--- config.mk ---
export PLATFORM = sky130hd
export DESIGN_NAME = logic_unit_arbiter
export DESIGN_NICKNAME = d
export VERILOG_FILES = /design/src/rtl/logic_unit_arbiter.sv
export SDC_FILE = /design/constraint.sdc
export NUM_CORES = 1
export LEC_CHECK = 0
export ABC_AREA = 1
export CAP_MARGIN = 30
export CORE_UTILIZATION = 49
export CTS_CLUSTER_SIZE = 10
export DETAILED_ROUTE_END_ITERATION = 7
export GPL_ROUTABILITY_DRIVEN = 0
export PLACE_DENSITY = 0.86
export SETUP_SLACK_MARGIN = 0.1
export SLEW_MARGIN = 20
export SYNTH_ARGS = -nofsm -noshare
export SYNTH_HDL_FRONTEND = slang
export SYNTH_SLANG_ARGS = --single-unit
--- constraint.sdc ---
create_clock -name clk -period 1.8 [get_ports clk]
set_input_delay 0.36 -clock clk [delete_from_list [all_inputs] [get_ports clk]]
set_output_delay 0.36 -clock clk [all_outputs]
set_load 0.05 [all_outputs]
--- src/rtl/logic_unit_arbiter.sv ---
`default_nettype none
// ============================================================================
// logic_unit_arbiter : round-robin front end sharing one bitwise logic unit
//                      between two valid/ready requesters, registered result.
// Revision: 1.0
// ============================================================================
module logic_unit_arbiter #(
  parameter int WIDTH = 4,
  parameter int CNT_W = 8
) (
  input  logic             clk,
  input  logic             rst_n,
  input  logic             req0_valid,
  output logic             req0_ready,
  input  logic [2:0]       req0_op,
  input  logic [WIDTH-1:0] req0_a,
  input  logic [WIDTH-1:0] req0_b,
  input  logic             req1_valid,
  output logic             req1_ready,
  input  logic [2:0]       req1_op,
  input  logic [WIDTH-1:0] req1_a,
  input  logic [WIDTH-1:0] req1_b,
  output logic             rsp_valid,
  input  logic             rsp_ready,
  output logic             rsp_id,
  output logic [WIDTH-1:0] rsp_data,
  output logic             rsp_zero,
  output logic             rsp_err,
  output logic             busy,
  output logic [CNT_W-1:0] op_count
);

  typedef enum logic [1:0] {
    IDLE = 2'd0,
    EXEC = 2'd1,
    RESP = 2'd2
  } state_t;

  localparam logic [2:0] c_OP_AND  = 3'd0;
  localparam logic [2:0] c_OP_NAND = 3'd1;
  localparam logic [2:0] c_OP_OR   = 3'd2;
  localparam logic [2:0] c_OP_NOR  = 3'd3;
  localparam logic [2:0] c_OP_XOR  = 3'd4;
  localparam logic [2:0] c_OP_XNOR = 3'd5;
  localparam logic [2:0] c_OP_NOT  = 3'd6;

  state_t           r_state;
  logic             r_last_grant;
  logic             r_id;
  logic [2:0]       r_op;
  logic [WIDTH-1:0] r_a;
  logic [WIDTH-1:0] r_b;
  logic             r_rsp_valid;
  logic             r_rsp_id;
  logic [WIDTH-1:0] r_rsp_data;
  logic             r_rsp_zero;
  logic             r_rsp_err;
  logic [CNT_W-1:0] r_op_count;

  logic             w_idle;
  logic             w_grant;
  logic             w_accept;
  logic [WIDTH-1:0] w_result;
  logic             w_err;

  // Contention goes to whoever did not win last; a lone requester always wins.
  assign w_idle   = (r_state == IDLE);
  assign w_grant  = (req0_valid && req1_valid) ? ~r_last_grant : req1_valid;

  // Gated by rst_n so the ready outputs read 0 while reset is held.
  assign req0_ready = rst_n && w_idle && !w_grant && req0_valid;
  assign req1_ready = rst_n && w_idle &&  w_grant && req1_valid;
  assign w_accept   = req0_ready || req1_ready;

  always_comb begin
    w_result = '0;
    w_err    = 1'b0;
    case (r_op)
      c_OP_AND:  w_result = r_a & r_b;
      c_OP_NAND: w_result = ~(r_a & r_b);
      c_OP_OR:   w_result = r_a | r_b;
      c_OP_NOR:  w_result = ~(r_a | r_b);
      c_OP_XOR:  w_result = r_a ^ r_b;
      c_OP_XNOR: w_result = ~(r_a ^ r_b);
      c_OP_NOT:  w_result = ~r_a;
      default:   w_err    = 1'b1;
    endcase
  end

  always_ff @(posedge clk or negedge rst_n) begin
    if (!rst_n) begin
      r_state      <= IDLE;
      r_last_grant <= 1'b1;
      r_id         <= 1'b0;
      r_op         <= '0;
      r_a          <= '0;
      r_b          <= '0;
      r_rsp_valid  <= 1'b0;
      r_rsp_id     <= 1'b0;
      r_rsp_data   <= '0;
      r_rsp_zero   <= 1'b0;
      r_rsp_err    <= 1'b0;
      r_op_count   <= '0;
    end else begin
      case (r_state)
        IDLE: begin
          if (w_accept) begin
            r_op         <= w_grant ? req1_op : req0_op;
            r_a          <= w_grant ? req1_a  : req0_a;
            r_b          <= w_grant ? req1_b  : req0_b;
            r_id         <= w_grant;
            r_last_grant <= w_grant;
            r_state      <= EXEC;
          end
        end
        EXEC: begin
          r_rsp_data  <= w_result;
          r_rsp_zero  <= (w_result == '0);
          r_rsp_err   <= w_err;
          r_rsp_id    <= r_id;
          r_rsp_valid <= 1'b1;
          r_state     <= RESP;
        end
        RESP: begin
          if (rsp_ready) begin
            r_op_count  <= r_op_count + 1'b1;
            r_rsp_valid <= 1'b0;
            r_state     <= IDLE;
          end
        end
        default: r_state <= IDLE;
      endcase
    end
  end

  assign rsp_valid = r_rsp_valid;
  assign rsp_id    = r_rsp_id;
  assign rsp_data  = r_rsp_data;
  assign rsp_zero  = r_rsp_zero;
  assign rsp_err   = r_rsp_err;
  assign busy      = !w_idle;
  assign op_count  = r_op_count;

endmodule
`default_nettype wire
Word level (Yosys, flattened, before mapping)
Cells that the tools add are included.

storage, ports and cells
  bits in registers = 31
  output and inout port bits = 19
  word-level logic and storage cells = 60

operators by class
  add/sub/neg operators = 1
  eq/ne operators = 10
  muxes and demuxes = 11
  bitwise operators = 8
  reductions and logical operators = 18

operator list
  cell                                                                      number
  4-bit case mux with 7 select lines                                        1
  4-bit NOT                                                                 4
  3-bit == test (second input constant)                                     3
  8-bit by 1-bit adder with 8-bit output (second input constant)            1
  4-bit 2-to-1 mux                                                          2
  2-bit AND reduction                                                       4
  7-bit OR reduction                                                        1
  3-bit by 2-bit == test with 1-bit output (second input constant)          2
  1-bit logical AND                                                         6
  2-bit case mux with 3 select lines                                        1
  4-bit AND                                                                 1
  4-bit zero test                                                           1
  2-bit 2-to-1 mux                                                          2
  4-bit bitwise OR                                                          1
  4-bit bitwise XOR                                                         1
  3-bit by 1-bit == test with 1-bit output (second input constant)          1
  3-bit zero test                                                           1
  1-bit 2-to-1 mux                                                          3
  3-bit 2-to-1 mux                                                          1
  2-bit by 1-bit == test with 1-bit output (second input constant)          1
  2-bit == test (second input constant)                                     1
  1-bit zero test                                                           2
  2-bit zero test                                                           1
  2-bit by 1-bit inequality test with 1-bit output (second input constant)  1
  5 further kinds                                                           5

Depth between registers and ports, before layout
Gate-level depths: netlist of run 1.

  word-level depth = 8
  mapped depth = 10
  depth with buffers taken out = 10

Worst setup path after synthesis of run 1
OpenSTA, ideal clock, no wires.

  path type = reg-to-output
  from = register r_last_grant
  to = output req0_ready
  arrival time = 1.414 ns
  slack = 0.026 ns
  stages on the path, launching flop included = 5
  cell sequence = dfstp_2 nand2_1 nand2_1 inv_1 nor2_1

between the ends
  longest elaborated chain between the ends = 5

ends and longest elaborated chain
  what                            RTL line  RTL
  start, declared                 48        logic r_last_grant;
  start signal, assigned          112       r_last_grant <= w_grant;
  1-bit NOT                       68        assign w_grant = (req0_valid && req1_valid) ? ~r_last_grant : req1_valid;
  1-bit 2-to-1 mux                68
  1-bit zero test                 71        assign req0_ready = rst_n && w_idle && !w_grant && req0_valid;
  1-bit logical AND (2 in a row)  71
  end, declared                   14        output logic req0_ready,

No other way between the ends.

Worst setup path in the final report of run 1
Ends and elaborated chain as after synthesis.

==> qor.log, run 1 <==
INFO  floorplanning  floorplan.initialDensity=52.9%
INFO  grt            via_count_of_the_first_global_routing_pass=1,599
INFO  sta            slew_viol_final=0
INFO  floorplanning  die-height=62.9um
INFO  cts            clock-root-buffer=clkbuf_8
INFO  layout         antennaDiodeCount=0
INFO  sta            worst_hold_slack=0.242ns
INFO  worst_setup_path critical_path_class=flip-flop to primary output
INFO  logic_synthesis post_synth_inst_count=226
INFO  place          buffers_added_on_ports=45
INFO  layout         synthToLayoutAreaGrowth=33.9%
INFO  pwr            total_leakage_power=1.20nW
INFO  drt            met2_wirelength=1810um
INFO  drt            final_routed_wirelength_across_all_metal_layers=3660um
INFO  floorplanning  rows=21
INFO  cts            tritoncts=yes
INFO  cts            worst_path_clk_slew=0.07ns
INFO  status         status=complete, no violations
INFO  drt            wirelength_met1=1650um
INFO  logic_synthesis synth_sequential_area_ratio=42.7%
INFO  grt            track_usage=21.3%
INFO  logic_synthesis synth_cell_types=26
INFO  sta            fin_crit=1.68ns
INFO  sta            setup-violations-final=0
INFO  floorplanning  top_level_ports=46
INFO  drt            top_layer=met4
INFO  drt            via_per_inst=4.97
INFO  pwr            p_per_area=1730nW/um^2
INFO  grt            grt_overflow_total=0
INFO  cts            clk_path_buf_depth=2
INFO  grt            grt_antenna_before_repair=0
INFO  cts            cts_hold_repair.buffers=0
INFO  cts            clock_latency=0.28ns
INFO  layout         most-common-layout-cells=51 x nand2_1, 29 x nor2_1, 29 x dfrtp_1, 27 x buf_4, 24 x clkdlybuf4s50_1
INFO  sta            worst_pin_slew=0.476ns
INFO  worst_setup_path timing.critical_path.fanout_max=3
INFO  floorplanning  design.core.area=3440um^2
INFO  drt            via_count=1,631
INFO  drt            routed_wire_length_per_instance=11.2um
INFO  layout         final_layout_size_suffix_gt1_share=22.0%
INFO  sta            timing.max_slew.rel_slack=68.3%
INFO  layout         num-nets-final=317
INFO  floorplanning  fp.dieW=62.9um
INFO  drt            drt.antenna.violating_nets=0
INFO  cts            cts_inserted_buffers=5
INFO  cts            cts.sink_count=31
INFO  worst_setup_path crit_path_start_kind=flip-flop
INFO  worst_hold_path hp-class=input port to async pin
INFO  layout         fillerInstances=287
INFO  pwr            total_power=4.22mW
INFO  logic_synthesis synthesized_nets=262
INFO  pwr            max_ir_drop_vdd=838uV
INFO  place          dp_hpwl=2790um
INFO  drt            routed-wl-met3=140um
INFO  floorplanning  fp.dieArea=3960um^2
INFO  logic_synthesis synthesis.area=1820um^2
INFO  worst_setup_path wp_data_arrival=1.32ns
INFO  worst_setup_path end_kind=primary output
INFO  logic_synthesis register_bit_count_reported_by_yosys=31
INFO  logic_synthesis avgSynthCellArea=8.05um^2
INFO  sta            fin_crit_sh=93.3%
INFO  grt            grt_max_degree=24
INFO  cts            cts_htree_levels=2
INFO  worst_setup_path cp_required=1.44ns
INFO  logic_synthesis yosysWarnings=0
INFO  sta            hold_viol=0
INFO  layout         mostFrequentLayoutCell=nand2_1
INFO  sta            worst_clock_skew=0.00783ns
INFO  sta            max_freq=0.595GHz
INFO  drt            route.detailed.drc=0
INFO  drt            drtPass1Iterations=4
INFO  grt            grt_pass1_wl=6730um
INFO  sta            grt_setup_unrepaired=true
INFO  flow_run       timing.max_cap.violations=0
INFO  drt            drt-initial-drc-count=60
layout make-up:
type / count / area (um^2) / share of cell area (%)
clock buffers: 5 / 68.8 / 2.82
clock inverters: 3 / 15.0 / 0.616
inverters: 26 / 100 / 4.11
multi-input cells: 161 / 896 / 36.8
flip-flops and latches: 31 / 778 / 31.9
well taps: 46 / 57.6 / 2.36
repair buffers: 56 / 520 / 21.4
sequential cells by signal, indices dropped and copies added, names as in the netlist, 2 cells and up:
signal	cells
rsp_data	4
r_state	2
op_count	8
r_b	4
r_a	4
r_op	3
metrics by stage:
| stage | TNS (ns) | cell area (um^2) | std cells | util, % | worst slack, ns |
|---|---|---|---|---|---|
| after global routing | 0 | 2440 | 328 | 70.8 | 0.0619 |
| after global placement | 0 | 2300 | 315 | 66.9 | 0.0201 |
| after CTS | 0 | 2400 | 324 | 69.7 | 0.104 |
| final | 0 | 2440 | 328 | 70.8 | 0.120 |
| after detailed placement | -0.00480 | 2300 | 315 | 66.9 | -0.00480 |
| after floorplan | 0 | 1820 | 226 | - | 0.203 |
layer usage:
layer / vias up / track usage (%)
met2: 40 / 36.4
met5: - / 0
met3: 8 / 3.83
met1: 736 / 26.2
li1: 847 / -
met4: 0 / 8.14
final timing paths:
path / startpoint / end / slack, ns / depth (start not counted)
worst min register to register: r_last_grant$_DFFE_PN1P_ / r_last_grant$_DFFE_PN1P_ / 0.48 / 2
min in group clk: r_last_grant$_DFFE_PN1P_ / r_last_grant$_DFFE_PN1P_ / 0.48 / 2
worst max-delay path: r_last_grant$_DFFE_PN1P_ / req0_ready / 0.12 / 5
worst min-delay path: rst_n / rsp_err$_DFFE_PN0P_ / 0.24 / 2
max in group asynchronous: rst_n / op_count[5]$_DFFE_PN0P_ / 1.26 / 2
worst max register to register: r_state[1]$_DFFE_PN0P_ / rsp_zero$_DFFE_PN0P_ / 0.28 / 9
cells by family (layout without fill, tap and decap cells):
logic type	count (synthesis)	after routing	share of synthesized area, %
fa+ha+maj	9	9	6.19
flops	31	31	42.7
buf+inv	34	90	8.73
xor+xnor	6	6	2.89
compound gates	20	20	6.60
mux	1	1	0.619
simple gates	125	125	32.3
what timing repair did:
action	CTS	global route
setup buffers	1	4
pin swaps	2	3
gates resized for setup	4	4
endpoints found under the setup margin	2	1
where the power goes:
| group | internal [mW] | switching [mW] |
|---|---|---|
| Combinational | 0.877 | 1.52 |
| Sequential | 1.01 | 0.304 |
| Clock | 0.264 | 0.248 |
synthesized netlist by cell type:
library cell / instances / share of area [%]
buf_4: 2 / 0.83
inv_1: 21 / 4.3
ha_1: 9 / 6.2
o21ai_0: 4 / 1.1
nor2_4: 2 / 1.2
o21a_1: 1 / 0.41
nor3_2: 1 / 0.55
xor2_1: 2 / 0.96
buf_6: 3 / 1.9
nand3_2: 2 / 1.1
dfstp_2: 1 / 1.4
buf_2: 1 / 0.27
nor2_1: 30 / 6.2
mux2_2: 1 / 0.62
nand3_1: 20 / 5.5
nand3_4: 1 / 0.96
inv_2: 5 / 1.0
clkbuf_1: 2 / 0.41
nand2_1: 53 / 11
o21ai_1: 1 / 0.27
nand2_4: 1 / 0.62
a31oi_1: 14 / 4.8
dfrtp_1: 30 / 41
nand4_1: 10 / 3.4
xnor2_1: 4 / 1.9
nor2_2: 5 / 1.7
critical path: stages (launching register included):
cell and delay, ns:
dfstp_2 0.55, nand2_2 0.06, nand2_2 0.10, inv_2 0.06, nor2_4 0.13, buf_12 0.15
No activity file was read; power rests on OpenSTA's default activity.
==> run 2: changes to the inputs <==
Settings changed: CORE_UTILIZATION 49 to 41, PLACE_DENSITY 0.86 to 0.75, SKIP_LAST_GASP from default to 1.
==> qor.log, run 2 (synthesized netlist as in run 1, its figures left out) <==
INFO  status         status=complete, no violations
INFO  floorplanning  rows=23
INFO  sta            setup_ws=0.132ns
INFO  drt            wirelength_met1=1580um
INFO  sta            worst_pin_slew=0.487ns
INFO  worst_setup_path cp_required=1.44ns
INFO  worst_setup_path wp_data_arrival=1.31ns
INFO  grt            grt_antenna_before_repair=0
INFO  worst_setup_path end_kind=primary output
INFO  layout         antennaDiodeCount=0
INFO  layout         num-nets-final=314
INFO  layout         final_layout_size_suffix_gt1_share=20.8%
INFO  worst_setup_path timing.rr.end=rsp_zero$_DFFE_PN0P_
INFO  layout         synthToLayoutAreaGrowth=34.0%
INFO  floorplanning  fp.dieArea=4710um^2
INFO  drt            via_count=1,604
INFO  cts            cts_inserted_buffers=5
INFO  cts            cts.sink_count=31
INFO  sta            fin_crit_sh=92.7%
INFO  sta            hold_viol=0
INFO  flow_run       timing.max_cap.violations=0
INFO  floorplanning  floorplan.initialDensity=44.2%
INFO  floorplanning  fp.dieW=68.6um
INFO  place          buffers_added_on_ports=45
INFO  drt            met2_wirelength=1870um
INFO  grt            track_usage=17.9%
INFO  drt            via_per_inst=4.88
INFO  drt            routed_wire_length_per_instance=11.3um
INFO  grt            grt_max_degree=24
INFO  grt            grt_overflow_total=0
INFO  drt            drt.antenna.violating_nets=0
INFO  cts            clock-root-buffer=clkbuf_8
INFO  worst_setup_path rrSetupSlack=0.30ns
INFO  sta            setup-violations-final=0
INFO  floorplanning  design.core.area=4120um^2
INFO  drt            drt-initial-drc-count=69
INFO  cts            clock_latency=0.28ns
INFO  pwr            p_per_area=1740nW/um^2
INFO  sta            grt_setup_unrepaired=true
INFO  cts            tritoncts=yes
INFO  worst_setup_path crit_path_start_kind=flip-flop
INFO  sta            timing.max_slew.rel_slack=67.5%
INFO  sta            slew_viol_final=0
INFO  cts            clk_path_buf_depth=2
INFO  worst_hold_path hp-class=input port to async pin
INFO  place          dp_hpwl=2900um
INFO  layout         most-common-layout-cells=51 x nand2_1, 29 x nor2_1, 29 x dfrtp_1, 24 x clkdlybuf4s50_1, 24 x buf_4
INFO  worst_setup_path critical_path.cell_chain=nand2_2 -> nand2_2 -> inv_2 -> nor2_4 -> buf_12
INFO  layout         utilization=59.3%
INFO  worst_setup_path critPathSlowestCell=dfstp_2
INFO  layout         largest_register_ff_count=8
INFO  grt            via_count_of_the_first_global_routing_pass=1,462
INFO  layout         fillerInstances=394
INFO  floorplanning  top_level_ports=46
INFO  drt            drtPass1Iterations=4
INFO  worst_setup_path critical_path_class=flip-flop to primary output
INFO  place          pre_cts_ws=-0.0392ns
INFO  drt            top_layer=met4
INFO  cts            cts_setup_buffers=0
INFO  sta            max_freq=0.600GHz
INFO  worst_setup_path timing.critical_path.mode_cell=nand2_2
INFO  drt            routed-wl-met3=218um
INFO  drt            route.detailed.drc=0
INFO  drt            final_routed_wirelength_across_all_metal_layers=3710um
INFO  layout         mostFrequentLayoutCell=nand2_1
INFO  worst_setup_path crit_start=r_last_grant$_DFFE_PN1P_
INFO  worst_setup_path timing.critical_path.fanout_max=3
INFO  cts            cts_htree_levels=2
INFO  worst_setup_path cp_slowest_stage_delay=0.54ns
INFO  floorplanning  die-height=68.6um
INFO  sta            fin_crit=1.67ns
INFO  pwr            max_ir_drop_vdd=649uV
INFO  grt            grt_pass1_wl=6240um
INFO  worst_setup_path timing.rr.start=r_op[0]$_DFFE_PN0P_
INFO  worst_setup_path timing.reg2reg.worst_path_depth=8
INFO  pwr            total_leakage_power=1.20nW
INFO  sta            worst_clock_skew=0.00411ns
INFO  cts            worst_path_clk_slew=0.06ns
==> run 2: changes by cell type in the layout (fill, tap and decap cells not counted) <==
cell,before,now
buf_4,27,24
clkbuf_1,0,1
clkbuf_8,5,7
clkinv_2,3,0
dlygate4sd2_1,2,1
dlymetal6s2s_1,0,1
==> run 2: critical path: cells and delay by family, from the launching register on <==
kind                   cells  cell delay, ns
buffers and inverters      2            0.21
DFF                        1            0.54
and+or+nand+nor            3            0.28
==> run 2: area by class of cell <==
| cell class | count | area, um^2 | area share [%] |
|---|---|---|---|
| Tap cell | 50 | 62.6 | 2.57 |
| Clock buffer | 8 | 100 | 4.10 |
| Inverter | 26 | 100 | 4.10 |
| Timing Repair Buffer | 53 | 502 | 20.6 |
| Multi-Input combinational cell | 161 | 896 | 36.7 |
| Sequential cell | 31 | 778 | 31.9 |
==> run 2: metrics by stage <==
step	cells	hold slack [ns]	TNS [ns]	power [mW]	area, um^2
finish	329	0.275	0	4.24	2440
global route	329	0.319	0	4.62	2440
CTS	329	0.292	0	4.27	2430
detailed placement	321	0.458	-0.0921	3.66	2320
global placement	321	0.456	0	3.60	2320
floorplan	226	0.0644	0	3.01	1820
==> run 2: routing by layer <==
layer	track usage [%]	vias to the layer above
met5	0	-
met4	4.69	0
met3	5.43	4
met2	31.0	50
met1	21.4	712
li1	-	838
==> run 2: how the worst max path moves through the flow <==
stage	endpoint	slack, ns	cells after the start
after global placement	req0_ready	0.01	4
after floorplan	r_a[0]$_DFFE_PN0P_	0.20	8
after detailed placement	r_op[1]$_DFFE_PN0P_	-0.04	7
after global routing	req0_ready	0.08	5
after CTS	req0_ready	0.11	4
final	req0_ready	0.13	5
==> run 2: report_power, final <==
group / internal [mW] / leakage [nW] / switching (mW) / total [mW]
clock: 0.349 / 0.0515 / 0.253 / 0.602
combinational: 0.840 / 0.780 / 1.48 / 2.32
sequential: 1.01 / 0.367 / 0.310 / 1.32
total: 2.20 / 1.20 / 2.04 / 4.24
==> run 2: timing repair <==
action / in CTS / in global routing
setup endpoints to repair: 2 / 2
pin swaps: 1 / 4
gates resized for setup: 3 / 5
cloned: 0 / 0
endpoints found under the hold margin: 0 / 0
hold buffers: 0 / 0
==> run 3: changes to the inputs <==
Settings changed: CORE_ASPECT_RATIO from default to 1.75.
==> qor.log, run 3 (synthesized netlist as in run 1, its figures left out) <==
INFO  worst_setup_path critical_path_class=flip-flop to primary output
INFO  layout         most-common-layout-cells=51 x nand2_1, 29 x nor2_1, 29 x dfrtp_1, 28 x buf_4, 23 x clkdlybuf4s50_1
INFO  worst_setup_path timing.critical_path.fanout_max=3
INFO  sta            worst_clock_skew=0.00748ns
INFO  worst_setup_path timing.rr.start=r_op[0]$_DFFE_PN0P_
INFO  floorplanning  fp.dieArea=4720um^2
INFO  pwr            p_per_area=1720nW/um^2
INFO  grt            via_count_of_the_first_global_routing_pass=1,689
INFO  cts            clock-root-buffer=clkbuf_8
INFO  drt            drt.antenna.violating_nets=0
INFO  layout         fillerInstances=380
INFO  drt            via_per_inst=5.05
INFO  floorplanning  rows=31
INFO  place          pre_cts_ws=-0.0479ns
INFO  worst_setup_path timing.critical_path.mode_cell=nand2_2
INFO  cts            cts_hold_repair.buffers=0
INFO  layout         antennaDiodeCount=0
INFO  worst_setup_path crit_path_start_kind=flip-flop
INFO  worst_hold_path hp-class=input port to async pin
INFO  sta            slew_viol_final=0
INFO  flow_run       timing.max_cap.violations=0
INFO  grt            grt_pass1_wl=7160um
INFO  worst_setup_path critical_path.cell_chain=nand2_2 -> nand2_2 -> inv_2 -> nor2_4 -> buf_12
INFO  layout         largest_register_ff_count=8
INFO  drt            drt-initial-drc-count=36
INFO  sta            worst_pin_slew=0.488ns
INFO  drt            drtPass1Iterations=4
INFO  grt            grt_max_degree=24
INFO  drt            final_routed_wirelength_across_all_metal_layers=4130um
INFO  worst_setup_path wp_data_arrival=1.30ns
INFO  place          dp_hpwl=3250um
INFO  floorplanning  die-height=90.1um
INFO  layout         final_layout_size_suffix_gt1_share=22.2%
INFO  worst_setup_path timing.reg2reg.worst_path_depth=8
INFO  drt            route.detailed.drc=0
INFO  sta            setup-violations-final=0
INFO  worst_setup_path critPathSlowestCell=dfstp_2
INFO  grt            track_usage=20.1%
INFO  worst_setup_path cp_required=1.44ns
INFO  floorplanning  floorplan.initialDensity=43.4%
INFO  layout         num-nets-final=319
INFO  cts            tritoncts=yes
INFO  worst_setup_path timing.rr.end=rsp_zero$_DFFE_PN0P_
INFO  floorplanning  top_level_ports=46
INFO  sta            hold_viol=0
INFO  place          buffers_added_on_ports=45
INFO  worst_setup_path cp_slowest_stage_delay=0.54ns
INFO  sta            timing.max_slew.rel_slack=67.5%
INFO  status         status=complete, no violations
INFO  drt            via_count=1,680
INFO  layout         finalNonFillerCells=333
INFO  layout         mostFrequentLayoutCell=nand2_1
INFO  cts            clk_path_buf_depth=2
INFO  cts            cts_htree_levels=2
INFO  grt            grt_antenna_before_repair=0
INFO  pwr            total_leakage_power=1.23nW
INFO  cts            worst_path_clk_slew=0.07ns
INFO  grt            grt_overflow_total=0
INFO  layout         synthToLayoutAreaGrowth=36.0%
INFO  floorplanning  design.core.area=4190um^2
INFO  drt            routed_wire_length_per_instance=12.4um
INFO  sta            setup_ws=0.137ns
INFO  sta            max_freq=0.601GHz
INFO  cts            clock_latency=0.28ns
INFO  cts            cts.sink_count=31
INFO  floorplanning  fp.dieW=52.4um
INFO  cts            cts_inserted_buffers=5
INFO  worst_setup_path rrSetupSlack=0.24ns
INFO  sta            fin_crit=1.66ns
INFO  worst_setup_path end_kind=primary output
INFO  sta            fin_crit_sh=92.4%
INFO  sta            grt_setup_unrepaired=true
INFO  place          place_inst=322
INFO  pwr            max_ir_drop_vdd=1250uV
-- run 3: changes by cell type in the layout (fill, tap and decap cells not counted), sizes merged --
cell / change
buf: +5
clkbuf: -1
clkdlybuf4s50: -1
clkinv: +1
dlymetal6s2s: +1
-- run 3: worst max-delay path by stage --
stage	cells past startpoint	endpoint	slack (ns)	from
after floorplan	8	r_a[0]$_DFFE_PN0P_	0.20	r_state[1]$_DFFE_PN0P_
after global placement	4	req0_ready	0.0001	rst_n
after detailed placement	9	r_op[0]$_DFFE_PN0P_	-0.05	req0_valid
after CTS	4	req0_ready	0.09	req0_valid
after global routing	5	req0_ready	0.07	r_last_grant$_DFFE_PN1P_
final	5	req0_ready	0.14	r_last_grant$_DFFE_PN1P_
-- run 3: final cells by class --
class / instances / area (um^2) / area share, %
multi-input cells: 161 / 901 / 36.4
flip-flops and latches: 31 / 778 / 31.4
repair buffers: 58 / 546 / 22.0
inverters: 26 / 97.6 / 3.94
clock buffers: 7 / 86.3 / 3.49
well taps: 49 / 61.3 / 2.48
clock inverters: 1 / 5.00 / 0.202
-- run 3: metal layers --
metal / global-route usage [%] / part of all wire, %
met5: 0 / 0
met4: 11.0 / 3.0
met3: 3.72 / 2.8
met2: 35.9 / 58
met1: 20.7 / 36
-- run 3: what timing repair did --
action,in CTS,in global routing
gates cloned,0,0
resized for setup,5,5
endpoints found under the setup margin,2,2
hold endpoints to repair,0,0
buffers inserted,1,2
pin swaps,3,4
-- run 3: metrics by stage --
stage / hold WS, ns / power, mW / setup TNS, ns / utilization (%) / area, um^2
after detailed placement: 0.465 / 3.69 / -0.329 / 55.8 / 2340
after floorplan: 0.0644 / 3.01 / 0 / - / 1820
after CTS: 0.250 / 4.28 / 0 / 58.4 / 2450
after global placement: 0.461 / 3.64 / 0 / 55.8 / 2340
after global routing: 0.278 / 4.62 / 0 / 59.1 / 2470
final: 0.252 / 4.26 / 0 / 59.1 / 2470
-- run 3: power by group --
part | switching [mW] | internal [mW]
logic | 1.52 | 0.865
clock network | 0.253 | 0.308
registers | 0.302 | 1.01
total | 2.08 | 2.18
-- run 3: critical path: cells and delay by family (launching register included) --
| family | cells | cell delay (ns) |
|---|---|---|
| buf+inv | 2 | 0.21 |
| flops | 1 | 0.54 |
| simple gates | 3 | 0.27 |
